### config.mk
export PLATFORM = sky130hd
export DESIGN_NAME = memory_slot_controller_flat
export DESIGN_NICKNAME = d
export VERILOG_FILES = /design/src/rtl/memory_slot_controller_if.sv /design/src/rtl/memory_slot_controller.sv /design/src/flat_wrapper.sv
export SDC_FILE = /design/constraint.sdc
export NUM_CORES = 1
export LEC_CHECK = 0
export ABC_CLOCK_PERIOD_IN_PS = 1620
export CORE_ASPECT_RATIO = 2
export CORE_MARGIN = 8
export CORE_UTILIZATION = 40
export DETAILED_ROUTE_END_ITERATION = 6
export GPL_ROUTABILITY_DRIVEN = 0
export HOLD_SLACK_MARGIN = 0.05
export SETUP_SLACK_MARGIN = 0.1
export SKIP_CTS_REPAIR_TIMING = 1
export SLEW_MARGIN = 20
export SYNTH_ARGS = -nofsm -noshare
export SYNTH_HDL_FRONTEND = slang
export SYNTH_SLANG_ARGS = --single-unit
### constraint.sdc
create_clock -name clock -period 1.62 [get_ports clock]
set_input_delay 0.243 -clock clock [delete_from_list [all_inputs] [get_ports clock]]
set_output_delay 0.243 -clock clock [all_outputs]
set_load 0.01 [all_outputs]
### src/rtl/memory_slot_controller_if.sv
// Command/status bundle between the pushbutton encoder, the display digit
// registers and memory_slot_controller.
interface memory_slot_controller_if #(
    parameter int SLOT_W = 2
);
    logic [1:0]        pushbuttons;
    logic              pushButtonSignal;
    logic [SLOT_W-1:0] slot_sel;
    logic [3:0]        digit1;
    logic [3:0]        digit2;
    logic [3:0]        digit3;
    logic [3:0]        mem_digit1;
    logic [3:0]        mem_digit2;
    logic [3:0]        mem_digit3;
    logic              recall_valid;
    logic              busy;
    logic              cmd_done;
    logic              cmd_dropped;
    logic              bcd_error;
    logic              overflow;

    modport master (
        output pushbuttons, pushButtonSignal, slot_sel, digit1, digit2, digit3,
        input  mem_digit1, mem_digit2, mem_digit3, recall_valid, busy,
               cmd_done, cmd_dropped, bcd_error, overflow
    );

    modport slave (
        input  pushbuttons, pushButtonSignal, slot_sel, digit1, digit2, digit3,
        output mem_digit1, mem_digit2, mem_digit3, recall_valid, busy,
               cmd_done, cmd_dropped, bcd_error, overflow
    );
endinterface

### src/rtl/memory_slot_controller.sv
// Calculator memory command sequencer (MS/MR/MC/M+) over 3-digit BCD slots.
// Define MEM_ADD_EN to build the digit-serial M+ accumulate path.
module memory_slot_controller #(
    parameter int NUM_SLOTS = 4,
    parameter int SLOT_W    = 2
) (
    input logic                     clock,
    input logic                     reset_n,
    memory_slot_controller_if.slave bus
);
    localparam logic [2:0] IDLE   = 3'd0;
    localparam logic [2:0] STORE  = 3'd1;
    localparam logic [2:0] RECALL = 3'd2;
    localparam logic [2:0] CLEAR  = 3'd3;
`ifdef MEM_ADD_EN
    localparam logic [2:0] ADD1   = 3'd4;
    localparam logic [2:0] ADD2   = 3'd5;
    localparam logic [2:0] ADD3   = 3'd6;
`endif
    localparam logic [2:0] DONE   = 3'd7;

    logic [2:0]        state_q, state_d;
    logic [SLOT_W-1:0] slot_q, slot_d;
    logic [11:0]       in_q, in_d;
    logic [11:0]       mem_q [NUM_SLOTS];
    logic [11:0]       mem_d [NUM_SLOTS];
    logic [11:0]       recall_q, recall_d;
    logic              recall_valid_q, recall_valid_d;
    logic              dropped_q, dropped_d;
    logic              bcd_err_q, bcd_err_d;
    logic              digits_ok;
`ifdef MEM_ADD_EN
    logic              ovf_q, ovf_d;
    logic              carry_q, carry_d;
    logic [7:0]        acc_q, acc_d;
    logic [11:0]       slot_word;
    logic [3:0]        add_a, add_b, add_res;
    logic [4:0]        add_sum;
    logic              add_carry;
`endif

    assign digits_ok = (bus.digit1 <= 4'd9) && (bus.digit2 <= 4'd9) && (bus.digit3 <= 4'd9);

`ifdef MEM_ADD_EN
    // One BCD digit per ADD state, ones digit first; carry ripples through carry_q.
    always_comb begin
        slot_word = mem_q[slot_q];
        case (state_q)
            ADD2:    begin add_a = slot_word[7:4];  add_b = in_q[7:4];  end
            ADD3:    begin add_a = slot_word[11:8]; add_b = in_q[11:8]; end
            default: begin add_a = slot_word[3:0];  add_b = in_q[3:0];  end
        endcase
        add_sum   = {1'b0, add_a} + {1'b0, add_b} + {4'd0, carry_q};
        add_carry = add_sum > 5'd9;
        add_res   = add_carry ? 4'(add_sum - 5'd10) : add_sum[3:0];
    end
`endif

    always_comb begin
        state_d        = state_q;
        slot_d         = slot_q;
        in_d           = in_q;
        mem_d          = mem_q;
        recall_d       = recall_q;
        recall_valid_d = 1'b0;
        dropped_d      = 1'b0;
        bcd_err_d      = 1'b0;
`ifdef MEM_ADD_EN
        ovf_d          = ovf_q;
        carry_d        = carry_q;
        acc_d          = acc_q;
`endif
        case (state_q)
            IDLE: begin
                if (bus.pushButtonSignal) begin
                    slot_d = bus.slot_sel;
                    in_d   = {bus.digit3, bus.digit2, bus.digit1};
                    case (bus.pushbuttons)
                        2'b01: begin
                            if (digits_ok) state_d = STORE;
                            else begin
                                bcd_err_d = 1'b1;
                                dropped_d = 1'b1;
                            end
                        end
                        2'b10: state_d = RECALL;
                        2'b11: state_d = CLEAR;
                        default: begin
`ifdef MEM_ADD_EN
                            if (digits_ok) begin
                                state_d = ADD1;
                                carry_d = 1'b0;
                            end else begin
                                bcd_err_d = 1'b1;
                                dropped_d = 1'b1;
                            end
`else
                            dropped_d = 1'b1;
`endif
                        end
                    endcase
                end
            end
            STORE: begin
                mem_d[slot_q] = in_q;
                state_d       = DONE;
            end
            RECALL: begin
                recall_d       = mem_q[slot_q];
                recall_valid_d = 1'b1;
                state_d        = DONE;
            end
            CLEAR: begin
                mem_d   = '{default: '0};
`ifdef MEM_ADD_EN
                ovf_d   = 1'b0;
`endif
                state_d = DONE;
            end
`ifdef MEM_ADD_EN
            ADD1: begin
                acc_d[3:0] = add_res;
                carry_d    = add_carry;
                state_d    = ADD2;
            end
            ADD2: begin
                acc_d[7:4] = add_res;
                carry_d    = add_carry;
                state_d    = ADD3;
            end
            // Slot is only written here, so an aborted M+ leaves it untouched.
            ADD3: begin
                mem_d[slot_q] = {add_res, acc_q};
                if (add_carry) ovf_d = 1'b1;
                state_d       = DONE;
            end
`endif
            DONE:    state_d = IDLE;
            default: state_d = IDLE;
        endcase
        if (bus.pushButtonSignal && (state_q != IDLE)) dropped_d = 1'b1;
    end

    always_ff @(posedge clock or negedge reset_n) begin
        if (!reset_n) begin
            state_q        <= IDLE;
            slot_q         <= '0;
            in_q           <= '0;
            mem_q          <= '{default: '0};
            recall_q       <= '0;
            recall_valid_q <= 1'b0;
            dropped_q      <= 1'b0;
            bcd_err_q      <= 1'b0;
`ifdef MEM_ADD_EN
            ovf_q          <= 1'b0;
            carry_q        <= 1'b0;
            acc_q          <= '0;
`endif
        end else begin
            state_q        <= state_d;
            slot_q         <= slot_d;
            in_q           <= in_d;
            mem_q          <= mem_d;
            recall_q       <= recall_d;
            recall_valid_q <= recall_valid_d;
            dropped_q      <= dropped_d;
            bcd_err_q      <= bcd_err_d;
`ifdef MEM_ADD_EN
            ovf_q          <= ovf_d;
            carry_q        <= carry_d;
            acc_q          <= acc_d;
`endif
        end
    end

    assign bus.mem_digit1   = recall_q[3:0];
    assign bus.mem_digit2   = recall_q[7:4];
    assign bus.mem_digit3   = recall_q[11:8];
    assign bus.recall_valid = recall_valid_q;
    assign bus.busy         = (state_q != IDLE) && (state_q != DONE);
    assign bus.cmd_done     = (state_q == DONE);
    assign bus.cmd_dropped  = dropped_q;
    assign bus.bcd_error    = bcd_err_q;
`ifdef MEM_ADD_EN
    assign bus.overflow     = ovf_q;
`else
    assign bus.overflow     = 1'b0;
`endif
endmodule

### src/flat_wrapper.sv
// flat-port wrapper written by rule: the top's interface ports become plain ports
module memory_slot_controller_flat 
#(
    parameter int NUM_SLOTS = 4,
    parameter int SLOT_W    = 2
)
  (clock, reset_n, bus_pushbuttons, bus_pushButtonSignal, bus_slot_sel, bus_digit1, bus_digit2, bus_digit3, bus_mem_digit1, bus_mem_digit2, bus_mem_digit3, bus_recall_valid, bus_busy, bus_cmd_done, bus_cmd_dropped, bus_bcd_error, bus_overflow);
  memory_slot_controller_if #(.SLOT_W(SLOT_W)) bus_i ();
  input logic clock;
  input logic reset_n;
  input wire logic [$bits(bus_i.pushbuttons)-1:0] bus_pushbuttons;
  input wire logic [$bits(bus_i.pushButtonSignal)-1:0] bus_pushButtonSignal;
  input wire logic [$bits(bus_i.slot_sel)-1:0] bus_slot_sel;
  input wire logic [$bits(bus_i.digit1)-1:0] bus_digit1;
  input wire logic [$bits(bus_i.digit2)-1:0] bus_digit2;
  input wire logic [$bits(bus_i.digit3)-1:0] bus_digit3;
  output wire logic [$bits(bus_i.mem_digit1)-1:0] bus_mem_digit1;
  output wire logic [$bits(bus_i.mem_digit2)-1:0] bus_mem_digit2;
  output wire logic [$bits(bus_i.mem_digit3)-1:0] bus_mem_digit3;
  output wire logic [$bits(bus_i.recall_valid)-1:0] bus_recall_valid;
  output wire logic [$bits(bus_i.busy)-1:0] bus_busy;
  output wire logic [$bits(bus_i.cmd_done)-1:0] bus_cmd_done;
  output wire logic [$bits(bus_i.cmd_dropped)-1:0] bus_cmd_dropped;
  output wire logic [$bits(bus_i.bcd_error)-1:0] bus_bcd_error;
  output wire logic [$bits(bus_i.overflow)-1:0] bus_overflow;
  assign bus_i.pushbuttons = bus_pushbuttons;
  assign bus_i.pushButtonSignal = bus_pushButtonSignal;
  assign bus_i.slot_sel = bus_slot_sel;
  assign bus_i.digit1 = bus_digit1;
  assign bus_i.digit2 = bus_digit2;
  assign bus_i.digit3 = bus_digit3;
  assign bus_mem_digit1 = bus_i.mem_digit1;
  assign bus_mem_digit2 = bus_i.mem_digit2;
  assign bus_mem_digit3 = bus_i.mem_digit3;
  assign bus_recall_valid = bus_i.recall_valid;
  assign bus_busy = bus_i.busy;
  assign bus_cmd_done = bus_i.cmd_done;
  assign bus_cmd_dropped = bus_i.cmd_dropped;
  assign bus_bcd_error = bus_i.bcd_error;
  assign bus_overflow = bus_i.overflow;
  memory_slot_controller #(.NUM_SLOTS(NUM_SLOTS), .SLOT_W(SLOT_W)) u_core (.clock(clock), .reset_n(reset_n), .bus(bus_i));
endmodule
==> impl_metrics.csv, run 1 <==
group,metric,value,unit
grt,antenna_found_initial,0,
critical_path,critical_path.max_fanout,6,
yosys,synth_commonest_cells,"dfrtp_1, mux2_1, mux2_2, and2_1",
power_and_ir_drop,p_leak,2.11,nW
yosys,synth.top_cell.area_share,0.580,
clock_tree,clock-sinks,80,
clock_tree,clk_pin_slew_worst_paths,60,ps
yosys,synth_fa_ha_area_frac,0,
sta,rsz0062_at_grt,"true",
yosys,syn_inst,227,
sta,fin_crit,1580,ps
min_path,min_path_type,"in2async",
placed_design,hpwl,5240,microns
drt,route.detailed.drc,0,
clock_tree,htreeDepth,3,
layout,fin_nets,308,
floorplan,initial_core_util,0.405,
yosys,synthFlopType,"dfrtp_1",
drt,vias_per_cell,5.43,
floorplan,fp-row-count,48,
grt,grt_max_degree,34,
clock_tree,cts_tree,"done",
yosys,synth_top_cell_by_area,"dfrtp_1",
grt,grt.total_usage,0.142,
drt,wl_met2,4460,microns
grt,grt_pass1_vias,2347,
yosys,ys_seq_area_frac,0.580,
yosys,synthArstFlopShare,1.00,
yosys,syn_area_per_cell,15.2,sq um
critical_path,setup.worst_path.start,"u_core.state_q[0]",
critical_path,arrival,1800,ps
power_and_ir_drop,powerDensity,2180,nW/um^2
critical_path,end_kind,"flop",
drt,drt-total-wl,8250,microns
layout,diodes,0,
critical_path,crit_path_start_kind,"flop",
critical_path,rr_startpoint,"u_core.state_q[0]",
clock_tree,clk_latency,330,ps
grt,grt_pass1_wl,12500,microns
yosys,yosysWarnings,0,
yosys,synth_most_common_cell,"dfrtp_1",
sta,setup_viol,0,
floorplan,io_pins,37,
layout,stdcell_area,4680,sq um
sta,fin_skew,4.78,ps
power_and_ir_drop,finalPower,10.2,mW
layout,final_util,0.549,
yosys,synth_edf_count,0,
floorplan,die_x,81.7,microns
yosys,syn_area,3450,sq um
layout,area_growth,35.5,%
drt,ant_nets,0,
sta,fmax,0.635,GHz
yosys,synth_xor_area_frac,0,
placed_design,placed_area,4050,sq um
floorplan,fp.dieH,147,microns
sta,fin_setup_tns,0,ps
yosys,synth_top_family_by_area,"multiplexers",
drt,vias,2138,
yosys,synthSimpleGateAreaFrac,0.0565,
clock_tree,cts_max_path_buffers,2,
sta,hold-worst-slack,415,ps
clock_tree,cts_made_buffers,9,
yosys,yosys-mux-area-fraction,0.280,
grt,grt_overflow,0,
critical_path,critPathRequiredTime,1840,ps
floorplan,dieArea,12000,sq um
placed_design,dp_cells,366,
drt,wire_per_inst,20.9,microns
yosys,yosys-top-cells-area,"dfrtp_1, mux2_1, mux2_2",
layout,stdcell_count,394,
yosys,ys_seq_elements,80,
drt,met3WireLength,268,microns
placed_design,io_buffer_count,35,
run_status,outcome,"finished clean",
yosys,ys_types,27,
yosys,syn_nets,246,
drt,drtIter0Drc,148,
sta,period_share,0.973,
sta,finalWorstSetupSlack,44.0,ps
drt,firstDrtPassIters,4,
run,drv_cap,0,
placed_design,dp_slack,51.7,ps
drt,met1_length,3330,microns
critical_path,crit_type,"reg2reg",
power_and_ir_drop,peakVddDrop,1.12,mV
sta,drv_slew,0,
yosys,synth_compound_area_frac,0.0522,
clock_tree,cts_root_buffer,"clkbuf_16",
floorplan,core,8530,sq um
sta,hold_viol,0,
drt,maxUsedRoutingLayer,"met4",
layout,drive_gt1_frac,0.398,
kinds of logic after synthesis:
kind of cell,count (synthesis)
flip-flops,80
multiplexers,74
AND/OR/NAND/NOR,32
AO/OA/AOI/OAI,24
buffers and inverters,16
other,1
path summary, 6_finish.rpt:
kind / endpoint / slack [ps] / depth (start not counted)
hold reg to reg: u_core.mem_q[32] / 490 / 1
setup reg to reg: u_core.mem_q[35] / 40 / 5
hold / removal: u_core.mem_q[33] / 420 / 2
min in group clock: u_core.mem_q[32] / 490 / 1
setup / recovery: u_core.mem_q[35] / 40 / 5
max in group asynchronous: u_core.mem_q[43] / 660 / 3
routing by layer:
metal  GRT usage  vias to the layer above
met4      0.0690                        0
met1       0.161                     1128
met3      0.0341                       12
li1            -                      956
met5           0                        -
met2       0.237                       42
power by group:
group	switching, mW	leakage, nW	internal, mW
Clock	0.766	0.154	1.39
Combinational	1.68	0.959	2.84
Sequential	0.576	0.995	2.95
final cells by class:
type / instances / area, sq um
timing repair buffer: 67 / 763
clock inverter: 3 / 65.1
sequential: 80 / 2010
multi-input combinational: 131 / 1470
fill: 722 / 3850
clock buffer: 13 / 250
tap: 100 / 125
critical path, stage by stage, from the launching register on:
cell,delay (ps)
dfrtp_2,400
buf_4,150
nor2b_2,180
o21a_2,230
clkbuf_16,180
mux2_2,330
placed cells by master, fill, tap and decap left out, types with 2 or more instances in the layout:
master / instances
nor3b_2: 2
a21oi_1: 2
buf_12: 7
nand2_1: 2
nand2b_1: 2
dlymetal6s2s_1: 4
a22o_1: 12
mux4_2: 12
dfrtp_1: 76
buf_4: 16
nor2_1: 4
clkbuf_16: 12
mux2_1: 13
clkbuf_1: 3
buf_6: 6
mux2_2: 22
nor2b_1: 2
o21ai_0: 3
o21ai_1: 2
mux2_4: 27
dfrtp_2: 4
bufinv_16: 2
and2_1: 13
clkdlybuf4s50_1: 30
registers in the layout (all words and copies together) (netlist names):
signal and flops:
u_core.bus.recall_valid 1, u_core.bus.cmd_dropped 1, u_core.mem_q 48, u_core.slot_q 2
u_core.state_q 3, u_core.recall_q 12, u_core.bus.bcd_error 1, u_core.in_q 12
Power figures use the tool's default switching activity.
==> inputs of run 2 (changes only) <==
--- a/config.mk
+++ b/config.mk
@@ -8,10 +8,11 @@
 export ABC_CLOCK_PERIOD_IN_PS = 1620
 export CORE_ASPECT_RATIO = 2
 export CORE_MARGIN = 8
-export CORE_UTILIZATION = 40
+export CORE_UTILIZATION = 50
 export DETAILED_ROUTE_END_ITERATION = 6
 export GPL_ROUTABILITY_DRIVEN = 0
 export HOLD_SLACK_MARGIN = 0.05
+export PLACE_DENSITY_LB_ADDON = 0.25
 export SETUP_SLACK_MARGIN = 0.1
 export SKIP_CTS_REPAIR_TIMING = 1
 export SLEW_MARGIN = 20
==> impl_metrics.csv, run 2 (synthesis gave the netlist of run 1 again) <==
group,metric,value,unit
layout,largest_reg_flops,48,
critical_path,arrival,1760,ps
sta,fmax,0.648,GHz
sta,fin_setup_tns,0,ps
critical_path,end_kind,"flop",
sta,drv_slew,0,
sta,fin_crit,1540,ps
floorplan,fp.dieH,134,microns
floorplan,core,6830,sq um
placed_design,hpwl,5070,microns
sta,rsz0062_at_grt,"true",
layout,final_util,0.666,
drt,wire_per_inst,19.7,microns
run,drv_cap,0,
layout,layout_common_cells,"dfrtp_1, clkdlybuf4s50_1, mux2_1",
layout,stdcell_count,383,
layout,area_growth,31.7,%
power_and_ir_drop,p_leak,2.00,nW
placed_design,io_buffer_count,35,
layout,top_regs,"u_core.mem_q (48), u_core.in_q (12), u_core.recall_q (12)",
power_and_ir_drop,finalPower,9.67,mW
grt,grt_max_degree,34,
critical_path,crit_family,"flip-flops",
floorplan,io_pins,37,
min_path,min_path_type,"in2async",
grt,grt.total_usage,0.161,
layout,diodes,0,
drt,drt-total-wl,7560,microns
sta,period_share,0.953,
drt,firstDrtPassIters,4,
sta,hold-worst-slack,405,ps
critical_path,path_cells,"buf_6 > buf_4 > o21a_4 > clkbuf_16 > mux2_1",
clock_tree,cts_made_buffers,9,
floorplan,fp-row-count,43,
clock_tree,htreeDepth,3,
drt,vias_per_cell,5.52,
floorplan,die_x,74.8,microns
layout,drive_gt1_frac,0.345,
clock_tree,clock-sinks,80,
drt,vias,2113,
critical_path,cp_slowest_cell,"dfrtp_2",
sta,setup_viol,0,
clock_tree,cts_root_buffer,"clkbuf_16",
clock_tree,clk_latency,330,ps
layout,layout_commonest_cell,"dfrtp_1",
clock_tree,cts_tree,"done",
sta,worst_pin_slew,575,ps
layout,fin_nets,308,
placed_design,dp_slack,-20.7,ps
grt,grt_overflow,0,
sta,hold_viol,0,
grt,grt_pass1_vias,2272,
drt,ant_nets,0,
critical_path,critical_path.max_fanout,7,
clock_tree,cts_max_path_buffers,2,
floorplan,dieArea,9990,sq um
clock_tree,clk_pin_slew_worst_paths,60,ps
sta,finalWorstSetupSlack,76.9,ps
critical_path,crit_type,"reg2reg",
grt,antenna_found_initial,0,
placed_design,dp_cells,357,
floorplan,initial_core_util,0.506,
drt,route.detailed.drc,0,
sta,fin_skew,5.54,ps
critical_path,crit_path_start_kind,"flop",
power_and_ir_drop,peakVddDrop,1.17,mV
critical_path,path_buf_inv,3,
layout,stdcell_area,4550,sq um
critical_path,slowest_delay,460,ps
critical_path,critPathRequiredTime,1840,ps
placed_design,placed_area,4040,sq um
grt,grt_pass1_wl,11700,microns
sta,slew-limit-headroom,0.617,
power_and_ir_drop,powerDensity,2130,nW/um^2
layout,top_register,"u_core.mem_q",
run_status,outcome,"finished clean",
drt,drtIter0Drc,113,
[run 2: worst register-to-register path: cells and delay by family (launching register included)]
family | cells | cell delay (ps)
flip-flops | 1 | 460
buffers and inverters | 3 | 450
AO/OA/AOI/OAI | 1 | 230
multiplexers | 1 | 300
[run 2: path summary, 6_finish.rpt]
check	depth (start not counted)	end	from	slack (ps)
min in group clock	1	u_core.mem_q[27]	u_core.mem_q[27]	480
max in group asynchronous	3	u_core.state_q[2]	reset_n	670
setup / recovery	5	u_core.mem_q[29]	u_core.state_q[1]	80
hold reg to reg	1	u_core.mem_q[27]	u_core.mem_q[27]	480
hold / removal	2	u_core.mem_q[1]	reset_n	400
setup reg to reg	5	u_core.mem_q[29]	u_core.state_q[1]	80
[run 2: where the power goes]
part / leakage, nW / internal (mW) / total, mW / switching, mW
combinational: 0.860 / 2.50 / 4.10 / 1.60
sequential: 0.995 / 2.95 / 3.53 / 0.576
clock: 0.148 / 1.31 / 2.04 / 0.731
[run 2: layout make-up]
type | count | area, sq um
clock buffers | 13 | 270
clock inverters | 2 | 37.5
fillers | 514 | 2280
multi-input cells | 131 | 1390
flip-flops and latches | 80 | 2010
well taps | 90 | 113
repair buffers | 67 | 728
[run 2: metal layers]
metal	GRT usage	part of all wire
met5	0	0
met4	0.0824	0.027
met3	0.0392	0.035
met2	0.259	0.53
met1	0.189	0.41
